**src/rtl/mem_bus_mux.sv**
```systemverilog
// Two-requester round-robin front end for the single valid/ready memory bus.
// The grant is held for a whole transfer, and a watchdog forces completion of stalled transfers.
module mem_bus_mux #(
   parameter int unsigned ADDR_WIDTH     = 32,
   parameter int unsigned WORD_WIDTH     = 32,
   parameter int unsigned TIMEOUT_CYCLES = 256,
   parameter logic [WORD_WIDTH-1:0] TIMEOUT_RDATA = 32'hDEAD_BEEF
) (
   input  logic                  clk_i,
   input  logic                  rst_n_i,
   input  logic                  s0_valid_i,
   output logic                  s0_ready_o,
   input  logic [ADDR_WIDTH-1:0] s0_addr_i,
   input  logic [WORD_WIDTH-1:0] s0_wdata_i,
   input  logic [3:0]            s0_we_i,
   output logic [WORD_WIDTH-1:0] s0_rdata_o,
   input  logic                  s1_valid_i,
   output logic                  s1_ready_o,
   input  logic [ADDR_WIDTH-1:0] s1_addr_i,
   input  logic [WORD_WIDTH-1:0] s1_wdata_i,
   input  logic [3:0]            s1_we_i,
   output logic [WORD_WIDTH-1:0] s1_rdata_o,
   output logic                  m_valid_o,
   input  logic                  m_ready_i,
   output logic [ADDR_WIDTH-1:0] m_addr_o,
   output logic [WORD_WIDTH-1:0] m_wdata_o,
   output logic [3:0]            m_we_o,
   input  logic [WORD_WIDTH-1:0] m_rdata_i,
   output logic                  timeout_o
);

   localparam int unsigned WD_W = (TIMEOUT_CYCLES <= 1) ? 1 : $clog2(TIMEOUT_CYCLES);
   localparam logic [WD_W-1:0] WD_LAST = (TIMEOUT_CYCLES <= 1) ? '0 : WD_W'(TIMEOUT_CYCLES - 1);

   typedef enum logic {IDLE, BUSY} state_e;

   state_e           state_q, state_d;
   logic             owner_q, owner_d;
   logic             last_q, last_d;
   logic [WD_W-1:0]  wd_q, wd_d;

   logic                  own_valid;
   logic                  done;
   logic [WORD_WIDTH-1:0] rdata;

   always_ff @(posedge clk_i or negedge rst_n_i) begin
      if (!rst_n_i) begin
         state_q <= IDLE;
         owner_q <= 1'b0;
         last_q  <= 1'b1;
         wd_q    <= '0;
      end else begin
         state_q <= state_d;
         owner_q <= owner_d;
         last_q  <= last_d;
         wd_q    <= wd_d;
      end
   end

   always_comb begin
      state_d    = state_q;
      owner_d    = owner_q;
      last_d     = last_q;
      wd_d       = wd_q;
      m_valid_o  = 1'b0;
      m_addr_o   = '0;
      m_wdata_o  = '0;
      m_we_o     = '0;
      s0_ready_o = 1'b0;
      s1_ready_o = 1'b0;
      s0_rdata_o = '0;
      s1_rdata_o = '0;
      timeout_o  = 1'b0;
      done       = 1'b0;
      rdata      = m_rdata_i;
      own_valid  = owner_q ? s1_valid_i : s0_valid_i;

      case (state_q)
         IDLE: begin
            if (s0_valid_i || s1_valid_i) begin
               state_d = BUSY;
               owner_d = (s0_valid_i && s1_valid_i) ? ~last_q : s1_valid_i;
               wd_d    = '0;
            end
         end
         BUSY: begin
            m_valid_o = own_valid;
            m_addr_o  = owner_q ? s1_addr_i  : s0_addr_i;
            m_wdata_o = owner_q ? s1_wdata_i : s0_wdata_i;
            m_we_o    = owner_q ? s1_we_i    : s0_we_i;
            // Owner withdrawing its request abandons the transfer without touching fairness.
            if (!own_valid) begin
               state_d = IDLE;
               wd_d    = '0;
            end else if (m_ready_i) begin
               done = 1'b1;
            end else if ((TIMEOUT_CYCLES != 0) && (wd_q == WD_LAST)) begin
               done      = 1'b1;
               timeout_o = 1'b1;
               rdata     = TIMEOUT_RDATA;
            end else if (wd_q != '1) begin
               wd_d = wd_q + WD_W'(1);
            end
            if (done) begin
               state_d = IDLE;
               wd_d    = '0;
               last_d  = owner_q;
               if (owner_q) begin
                  s1_ready_o = 1'b1;
                  s1_rdata_o = rdata;
               end else begin
                  s0_ready_o = 1'b1;
                  s0_rdata_o = rdata;
               end
            end
         end
         default: state_d = IDLE;
      endcase
   end

endmodule

```
**config.mk**
```make
export PLATFORM = sky130hd
export DESIGN_NAME = mem_bus_mux
export DESIGN_NICKNAME = d
export VERILOG_FILES = /design/src/rtl/mem_bus_mux.sv
export SDC_FILE = /design/constraint.sdc
export NUM_CORES = 1
export LEC_CHECK = 0
export ABC_AREA = 0
export BUFFER_PORTS_ARGS = -buffer_cell sky130_fd_sc_hd__buf_2
export CAP_MARGIN = 20
export CORE_AREA = 8 8 115 117
export CTS_BUF_LIST = sky130_fd_sc_hd__clkbuf_8
export DETAILED_ROUTE_END_ITERATION = 8
export DIE_AREA = 0 0 123 125
export PLACE_DENSITY = 0.66
export SYNTH_ARGS = -nofsm -noshare
export SYNTH_HDL_FRONTEND = slang
export SYNTH_SLANG_ARGS = --single-unit
```
**constraint.sdc**
```tcl
create_clock -name clk_i -period 2.22 [get_ports clk_i]
set_clock_uncertainty 0.15 [all_clocks]
set_input_delay 0.111 -clock clk_i [delete_from_list [all_inputs] [get_ports clk_i]]
set_output_delay 0.111 -clock clk_i [all_outputs]
set_load 0.05 [all_outputs]
```
# Word level (Yosys, flattened, before mapping)

Index checks and enable logic that the tools add are counted.

Flip-flop bits (word level): 11
Bits of input ports: 173
Output and inout port bits: 136
Word-level logic and storage cells: 60

Add/sub/neg operators: 1
Equality and inequality tests: 6
Muxes and demuxes: 42
Bitwise gates (word level): 2
Reductions and logical operators: 5

Operators by type and width:

| operator                                       | number |
|---|---|
| two-way mux 32 bit                             | 13 |
| two-way mux 8 bit                              | 6 |
| two-way mux 1 bit                              | 19 |
| one-hot mux 8 bit (2 select lines)             | 1 |
| adder 8 x 1 -> 8 bit (second input constant)   | 1 |
| equality test 8 bit (second input constant)    | 1 |
| two-way mux 4 bit                              | 2 |
| != test 4 x 3 -> 1 bit (second input constant) | 2 |
| != test 8 bit (second input constant)          | 1 |
| != test 4 x 2 -> 1 bit (second input constant) | 1 |
| AND reduction 2 bit                            | 2 |
| AND reduction 4 bit                            | 1 |
| != test 2 bit (second input constant)          | 1 |
| NOT 1 bit                                      | 2 |
| one-hot mux 1 bit (2 select lines)             | 1 |
| logical AND 1 bit                              | 1 |
| logical OR 1 bit                               | 1 |

# Depth between registers and ports, before layout

Gate-level depths: netlist (run 1).

Depth in word-level cells: 7
Mapped depth: 8
Mapped depth without buffers: 5

# Worst setup path before layout (run 1)

Ideal clock, no wire load.

Path kind: flip-flop to output port
From: register owner_q
To: output port s1_rdata_o[18]
Arrival time: 2184 ps
Data required time: 1959 ps
Slack: -225 ps
Cell stages (with the launch flop): 9
Cell sequence: dfrtp_1 -> buf_4 -> mux2i_1 -> nand2b_2 -> inv_2 -> and3_1 -> buf_2 -> buf_2 -> o21a_1

Longest elaborated chain between the ends: 5
Elaborated cells on any way between the ends: 7
Those cells by class: mux: 7

RTL lines:

| item                                                           | line    | source |
|---|---|---|
| from (decl)                                                    | 38      | `logic owner_q, owner_d;` |
| from (signal assigned)                                         | 54      | `owner_q <= owner_d;` |
| two-way mux 1 bit                                              | 76      | `own_valid = owner_q ? s1_valid_i : s0_valid_i;` |
| two-way mux 32 bit / two-way mux 1 bit (equally long branches) | 92      | `if (!own_valid) begin` |
| two-way mux 32 bit / two-way mux 1 bit (equally long branches) | 108, 78 |  |
| two-way mux 32 bit (*)                                         | 104     | `if (done) begin` |
| two-way mux 32 bit (*)                                         | 78      | `case (state_q)` |
| to (decl)                                                      | 22      | `output logic [WORD_WIDTH-1:0] s1_rdata_o,` |

Every way passes the cells marked *; elsewhere a longest branch is shown, timed or not. The select of a mux whose other input is x is not followed.

# Worst setup path after layout (run 1)

From: register owner_q
To: output port s0_rdata_o[5]

Longest elaborated chain between the ends: 5
Elaborated cells on any way between the ends: 7
Those cells by class: mux: 7

RTL lines:

| item                                                           | line    | source |
|---|---|---|
| two-way mux 1 bit                                              | 76      |  |
| two-way mux 32 bit / two-way mux 1 bit (equally long branches) | 92      |  |
| two-way mux 32 bit / two-way mux 1 bit (equally long branches) | 108, 78 |  |
| two-way mux 32 bit (*)                                         | 104     |  |
| two-way mux 32 bit (*)                                         | 78      |  |
| to (decl)                                                      | 16      | `output logic [WORD_WIDTH-1:0] s0_rdata_o,` |

Marks and branches as above.

==> results of run 1 <==
[critical path: stages (launching register included)]
cell                        delay, ns
sky130_fd_sc_hd__dfrtp_4         0.50
sky130_fd_sc_hd__mux2i_4         0.20
sky130_fd_sc_hd__buf_4           0.14
sky130_fd_sc_hd__nor4_4          0.26
sky130_fd_sc_hd__buf_6           0.18
sky130_fd_sc_hd__clkbuf_16       0.16
sky130_fd_sc_hd__o21a_1          0.17
sky130_fd_sc_hd__buf_6           0.17
[through the flow]
stage	area (um^2)	cells	hold slack, ns	setup TNS (ns)	utilization
after CTS	4540	744	0.0518	-1.37	0.391
final	4760	753	0.0675	-2.52	0.410
after global routing	4760	753	0.0824	-7.54	0.410
after floorplan	2190	296	-0.335	-0.671	-
after detailed placement	3980	735	-0.148	0	0.342
after global placement	3980	735	-0.151	0	0.342
[layer usage]
| layer | up-vias | share of wire |
|---|---|---|
| met3 | 16 | 0.12 |
| li1 | 1673 | - |
| met2 | 213 | 0.51 |
| met5 | - | 0.00057 |
| met4 | 2 | 0.014 |
| met1 | 1538 | 0.35 |
[kinds of logic after synthesis]
group,Yosys count,synth area share
buffers and inverters,36,0.0711
and+or+nand+nor,113,0.240
muxes,69,0.322
adders and majority gates,1,0.00583
AOI/OAI and AO/OA,66,0.233
DFF,11,0.129
[cell usage in the layout (no fill, tap or decap), types with 4 or more instances in the layout]
cell                      Yosys  layout
sky130_fd_sc_hd__mux2i_1     69      68
sky130_fd_sc_hd__o21a_2       0      21
sky130_fd_sc_hd__o21a_1      51      27
sky130_fd_sc_hd__buf_4        1      15
sky130_fd_sc_hd__and3_1      20      12
sky130_fd_sc_hd__inv_1        3       4
sky130_fd_sc_hd__nor3_1       4       4
sky130_fd_sc_hd__buf_12       0       4
sky130_fd_sc_hd__buf_6        0      58
sky130_fd_sc_hd__dfrtp_1     10       9
sky130_fd_sc_hd__buf_8        0      13
sky130_fd_sc_hd__and3_2       0       5
sky130_fd_sc_hd__buf_2       11     241
sky130_fd_sc_hd__nor2_1      71      70
sky130_fd_sc_hd__nand2_1      7       7
[cell type report]
| class | count | area share |
|---|---|---|
| antenna | 1 | 0.000526 |
| clock buffer | 3 | 0.00868 |
| clock inverter | 1 | 0.000789 |
| inverter | 5 | 0.00394 |
| multi-input combinational | 249 | 0.393 |
| sequential | 11 | 0.0589 |
| tap | 147 | 0.0387 |
| timing repair buffer | 336 | 0.496 |
[sequential cells by signal, indices dropped and copies added (netlist names)]
| name | flops |
|---|---|
| last_q | 1 |
| owner_q | 1 |
| state_q | 1 |
| wd_q | 8 |
[power groups by stage]
stage / Combinational, uW / Sequential (uW) / Clock, uW
finish: 4290 / 286 / 203
detailed placement: 4070 / 279 / 0
global route: 4510 / 289 / 217
global placement: 4060 / 277 / 0
floorplan: 3150 / 258 / 0
CTS: 4250 / 283 / 211
[how the worst max path moves through the flow]
stage / slack (ns) / endpoint / startpoint
2_1_floorplan: -0.07 / s0_rdata_o[18] / wd_q[0]
3_3_place_gp: 0.08 / s1_rdata_o[20] / owner_q
3_5_place_dp: 0.08 / s1_rdata_o[24] / wd_q[1]
4_1_cts: -0.05 / s0_rdata_o[22] / wd_q[1]
5_1_grt: -0.16 / s0_rdata_o[5] / wd_q[6]
6_report: -0.08 / s0_rdata_o[5] / owner_q
[timing repair]
action                     CTS  global route
resized for setup          140            32
cloned                       2             5
setup endpoints to repair   67            67
hold buffers                 1             0
pin swaps                    3             5
hold endpoints to repair    11             0
buffers inserted             2             4
==> results.md, run 1 <==
Power:
- The share of total power dissipated in sequential elements is 0.060.
- Power spread over the standard cell area amounts to about 1000 nW/um^2.
- The switching part of the total power is 0.651.
- The overall power is ~4800 uW.
- The relative contribution of the clock network to total power is 0.043.
- The total net switching power is just over 3000 uW.
- Internal power comes to 1670 uW.
- IR analysis of the VDD net gives a maximum drop of 1.10 mV.
- The share of total power in combinational logic is 0.898.
- The reported leakage power is 0.00269 uW.

Global route:
- Global routing finished with a remaining overflow of 0.
- In the global route stage, met3 resource usage came out at 0.0563.
- Entering global routing, the biggest net connects slightly above 70 pins.
- The via count of the first global-routing pass came to between 3k and 4k.
- The global-route wire length before repair is slightly below 20,000 um.
- The initial antenna violation count is 2.
- The peak-usage layer in the global routing report is met2.
- The fraction of met2 tracks used by global routing is 0.292.
- In the global route stage, overall resource usage came out at 0.158.
- In the global route stage, met1 resource usage came out at 0.163.

Floorplan:
- The floorplan step set the die height to roughly 130 um.
- The area of the placeable core is ~12,000 um^2.
- The number of placement rows is 40.
- Pin placement for this block handled 309 I/O pins.
- The starting density of the core is 0.185.
- The floorplan die area is 15,400 um^2.
- The width of the die is ~120 um.

Yosys:
- By area the synthesized netlist is led by sky130_fd_sc_hd__mux2i_1 (32%), sky130_fd_sc_hd__o21a_1 (18%), sky130_fd_sc_hd__nor2_1 (12%).
- The main flop type after synthesis is sky130_fd_sc_hd__dfrtp_1.
- Of the post-synthesis cell area, the dominant cell type holds 0.322.
- The commonest cells after synthesis are sky130_fd_sc_hd__nor2_1 (71), sky130_fd_sc_hd__mux2i_1 (69), sky130_fd_sc_hd__o21a_1 (51), sky130_fd_sc_hd__and3_1 (20), sky130_fd_sc_hd__clkbuf_1 (19).
- After synthesis, the mean cell area works out to between 7 and 8 um^2.
- The most used standard cell by instance count after synthesis is sky130_fd_sc_hd__nor2_1.
- Summing every instance area after synthesis gives 2150 um^2.
- The sequential-to-total area share from yosys stat is 0.129.
- The largest area contributor in the netlist is sky130_fd_sc_hd__mux2i_1.
- The total nets after synthesis is between 400 and 500.
- The number of standard cells after synthesis is between 200 and 300.
- The number of register bits inferred by synthesis is 11.
- The yosys synthesis warning count is 0.
- The async set or reset register ratio after synthesis is 1.00.
- In this run, synthesis inferred 0 flip-flops with an integrated enable.
- In this run, distinct cell masters in the synthesized netlist total 31.

Critical path:
- The kind of end point of the critical path is a primary output.
- The arrival time of the worst setup path is around 2.0 ns.
- The type of the worst setup path is reg -> out.
- The capturing point of the worst reg2reg path is wd_q[6].
- Of all nets on the critical path, the largest fanout is 6.
- The minimum setup slack among reg-to-reg paths is 0.42 ns.
- The required arrival time at the worst endpoint is approximately 2.0 ns.
- The worst-case reg-to-reg path depth is 5.
- The worst register-to-register path begins at owner_q.
- The startpoint type of the worst setup path is a register.

STA:
- The post-layout worst setup margin is -0.0796 ns.
- The maximum operating frequency is roughly 430 MHz.
- Setup repair after global routing could not meet its margin everywhere.
- The count of pins over their slew limit is 0.
- The normalized max-slew margin is 0.649.
- The count of final setup violators is between 60 and 70.
- The final critical-path share of the clock period is 1.04.
- The final number of hold-violating endpoints is 0.
- At the pin with the least slew margin, the transition time is between 0.5 and 0.6 ns.
- The worst path in the final design needs a cycle of between 2 and 2.5 ns, including I/O delays and setup.

Placed design:
- The weighted congestion reported at the end of routability-driven placement is around 0.8.
- Detailed placement ended at an HPWL of approximately 11,000 um.
- The pre-CTS worst setup slack is roughly 0.077 ns.
- The total of buffers placed on input and output ports is 308.

Clocking:
- The source-to-sink clock delay at the later pin of the worst-skew pair is between 0.2 and 0.25 ns.
- Clock tree synthesis found a total of 11 sinks.
- In this run the number of H-tree levels came out at 1.
- Buffers inserted during clock tree synthesis total 3.
- The clock passes through at most 2 buffers.
- The clock tree root driver cell is sky130_fd_sc_hd__clkbuf_8.
- TritonCTS built the clock tree.
- The clock-pin slew reported for the worst setup and hold paths after clock tree synthesis is ~0.05 ns.

Routing:
- The via count normalized by instance count is about 4.6.
- The number of violations reported at the end of detailed-routing iteration 0 is 103.
- The number of vias after detailed routing is ~3.4k.
- The number of nets still failing antenna checks after routing is 0.
- The average routed wire per standard cell is around 19 um.
- After detailed routing, the number of remaining DRC violations is 0.
- The first-pass iteration count of the detailed router is 4.
- The total wirelength of the detailed-routed design is between 10,000 and 15,000 um.

Worst hold path:
- Along the worst hold path, the cell count comes to 2.
- The worst hold path terminates at owner_q.
- In this run the most critical hold path is launched from s1_valid_i.
- The worst hold path class is in -> reg.

Layout:
- In the final layout, the share of cells above drive strength 1 is 0.633.
- The layout has ~1.2k filler cells.
- For this run, the post-layout net count is 780.
- The area taken by multi-input logic gates is 1870 um^2.
- The sequential cell area is between 200 and 300 um^2.
- From synthesis to final layout, the design area changed by 122%.

Status:
- The final reports fail on negative setup slack.
- The run finished, with violations left.

Run:
- The tool flagged a number of max-cap violations equal to 0.
Note: power is estimated with default switching activity, not from simulation.
==> run 2, diff against run 1 <==
RECOVER_POWER = 25   (was unset)
==> run 2 against run 1 <==
  * The flow still finishes with violations (negative setup slack)
  * Clock-buffer cell count did not move
  * Clock power barely moved
  * Highest routed layer unchanged
  * Largest cell class unchanged
  * Utilization fell by 0.11 points
  * Largest power group unchanged
  * Register-to-register slack got worse by 0.05 ns
  * First-iteration DRC count rose by 0.97%
  * Cell count did not move
  * Fmax barely moved
==> results.md, run 2 (synthesis results as in run 1) <==
Status:
- The flow ran to the end, but the final reports show violations.
- The checks that failed: negative setup slack.

Global route:
- For this run, the total global-route usage over all layers was measured as 0.158.
- The initial antenna violation count came to 2.
- The first global-routing pass estimated 19,300 um of wire.
- The met3 usage is 0.0563.
- The layer flagged by global routing as most heavily used is met2.
- For this run, global-route usage on met2 was measured as 0.292.
- In the global route stage, met1 resource usage came out at 0.163.
- The via count of the first global-routing pass is around 3.4k.
- The total overflow left after global routing is 0.
- Entering global routing, the biggest net connects approximately 70 pins.

Power:
- The worst ir drop on vdd is around 1.1 mV.
- Summing internal, switching and leakage power gives between 4000 and 5000 uW.
- Summed over all cells, the static leakage comes to around 0.0027 uW.
- The total power divided by cell area is roughly 1000 nW/um^2.

Critical path:
- The critical path is of the reg -> out type.
- The worst setup path is captured at a primary output.
- The number of buffer and inverter stages on the critical path is 4.
- In this design, the critical path's most frequently occurring cell is sky130_fd_sc_hd__buf_6.
- The critical path crosses 7 cells after its start point.
- The startpoint type of the worst setup path is a register.
- The signal on the critical path passes through mux2i_4, buf_4, nor4_4, buf_6, clkbuf_16, o21a_1, buf_6.
- The highest-delay cell along the critical path is sky130_fd_sc_hd__dfrtp_4.
- Grouping stages by cell kind, the critical path spends the most delay in buffers and inverters.
- On the worst path, the slowest cell contributes a delay of around 0.50 ns.
- The worst-case reg-to-reg path depth is 5.
- Data on the critical path arrives at its endpoint at between 2 and 2.5 ns.
- Data on the critical path is required at its endpoint by between 1.5 and 2 ns.
- The maximum fanout count along the critical path is 6.

Placed design:
- Input and output buffers added on the ports amount to approximately 310.
- Once detailed placement completed, the half-perimeter wirelength came to 10,600 um.
- The placed instances occupy a cell area of a little under 4000 um^2.
- The weighted congestion reported at the end of routability-driven placement is a little over 0.8.

Clocking:
- The clock tree root driver cell is sky130_fd_sc_hd__clkbuf_8.
- In this run the number of H-tree levels came out at 1.
- The number of sinks handled by clock tree synthesis is 11.
- For the worst-skew pair, the clock arrives at the later sink with an insertion delay of around 0.24 ns.
- The clock-pin slew reported for the worst setup and hold paths after clock tree synthesis is ~0.050 ns.
- The number of buffers on the longest clock path is 2.
- The clock buffer count from CTS is 3.
- The CTS tree is yes.

Worst hold path:
- Counting instances, the worst hold path has a depth of 2.
- The worst hold path class is in -> reg.

STA:
- Setup repair after global routing could not meet its margin everywhere.
- At the pin with the least slew margin, the transition time is 0.770 ns.
- The maximum operating frequency is ~440 MHz.
- Of the available clock period, the critical path in the final layout requires 1.04.
- The worst hold slack is roughly 0.066 ns.
- The final number of hold-violating endpoints came to 0.
- Setup violations remaining at the end of the flow were counted as 63.
- The normalized max-slew margin is 0.487.
- The smallest clock period supported by the final layout is computed as 2.30 ns.
- The post-layout worst setup margin is -0.0784 ns.
- The count of pins over their slew limit is 0.

Floorplan:
- Pin placement for this block handled approximately 310 I/O pins.
- After floorplanning, the core was sized to cover around 12,000 um^2.
- The floorplan has 40 rows.
- The initial utilization of the core area, before any placement, comes to 0.185.
- The width of the die is roughly 120 um.
- The height of the die is approximately 130 um.
- The die covers ~15,000 um^2.

Layout:
- In the final layout, the multi-input gates occupy between 1500 and 2000 um^2.
- The register with the most flip-flops in the final layout is wd_q.
- In the final layout, flip-flops and latches occupy between 200 and 300 um^2.
- Leaving out fill and tap cells, the most frequent cells in the layout are sky130_fd_sc_hd__buf_2 (239), sky130_fd_sc_hd__nor2_1 (70), sky130_fd_sc_hd__mux2i_1 (68).
- After routing the design area is between 4000 and 5000 um^2.
- The synthesis-to-layout area growth is 121%.
- The count of filler cells inserted in the layout is between 1k and 1.5k.
- The net total in the final layout is between 700 and 800.
- The library cell used most frequently in the layout, excluding fill and tap cells, is sky130_fd_sc_hd__buf_2.
- The register with the most flip-flops in the layout has 8 of them.
- The proportion of layout cells with a drive suffix above 1 is 0.626.

Routing:
- The number of nets still failing antenna checks after routing is 0.
- In the final routed layout, each cell accounts on average for between 15 and 20 um.
- The total wirelength of the detailed-routed design is around 14,000 um.
- The detailed router finished its first iteration with about 100 violations.
- Dividing the detail-routed via count by the number of cells gives 4.58.
- The number of vias after detailed routing is 3,452.
- After detailed routing, the number of remaining DRC violations is 0.
- The first detailed-routing pass ran for 7 iterations.

Run:
- Max-cap violations in this run came to 0.
## run 2: stage by stage
step,setup TNS [ns],std cells,utilization,setup slack (ns)
global placement,0,735,0.342,0.0767
detailed placement,0,735,0.342,0.0773
finish,-2.44,753,0.409,-0.0784
CTS,-1.37,744,0.391,-0.0524
floorplan,-0.671,296,-,-0.0746
global route,-7.57,753,0.409,-0.155
## run 2: timing repair
item,in CTS,in global routing
pin swaps,3,5
buffers inserted,2,4
setup endpoints to repair,67,67
gates cloned,2,5
hold buffers,1,0
endpoints found under the hold margin,11,0
gates resized for setup,140,32
## run 2: cell type report
cell class                 instances  area share
inverter                           5     0.00395
clock buffer                       3     0.00870
timing repair buffer             336       0.495
sequential                        11      0.0591
clock inverter                     1    0.000791
multi-input combinational        249       0.394
antenna                            1    0.000527
tap                              147      0.0388
## run 2: metal layers
metal | up-vias | wire [um]
li1 | 1673 | -
met1 | 1539 | 4940
met2 | 216 | 7130
met5 | - | 8
met3 | 22 | 1670
met4 | 2 | 210
## run 2: final timing paths
check	endpoint	slack [ns]	startpoint
hold reg to reg	last_q	0.37	last_q
min in group asynchronous	wd_q[6]	0.26	rst_n_i
setup reg to reg	wd_q[6]	0.37	owner_q
hold / removal	owner_q	0.07	s1_valid_i
max in group asynchronous	owner_q	1.19	rst_n_i
setup / recovery	s0_rdata_o[5]	-0.08	owner_q
## run 2: power breakdown
part	leakage, uW	switching [uW]	internal, uW
combinational	0.00251	2990	1290
clock	0.0000269	81.0	122
sequential	0.000144	42.1	244
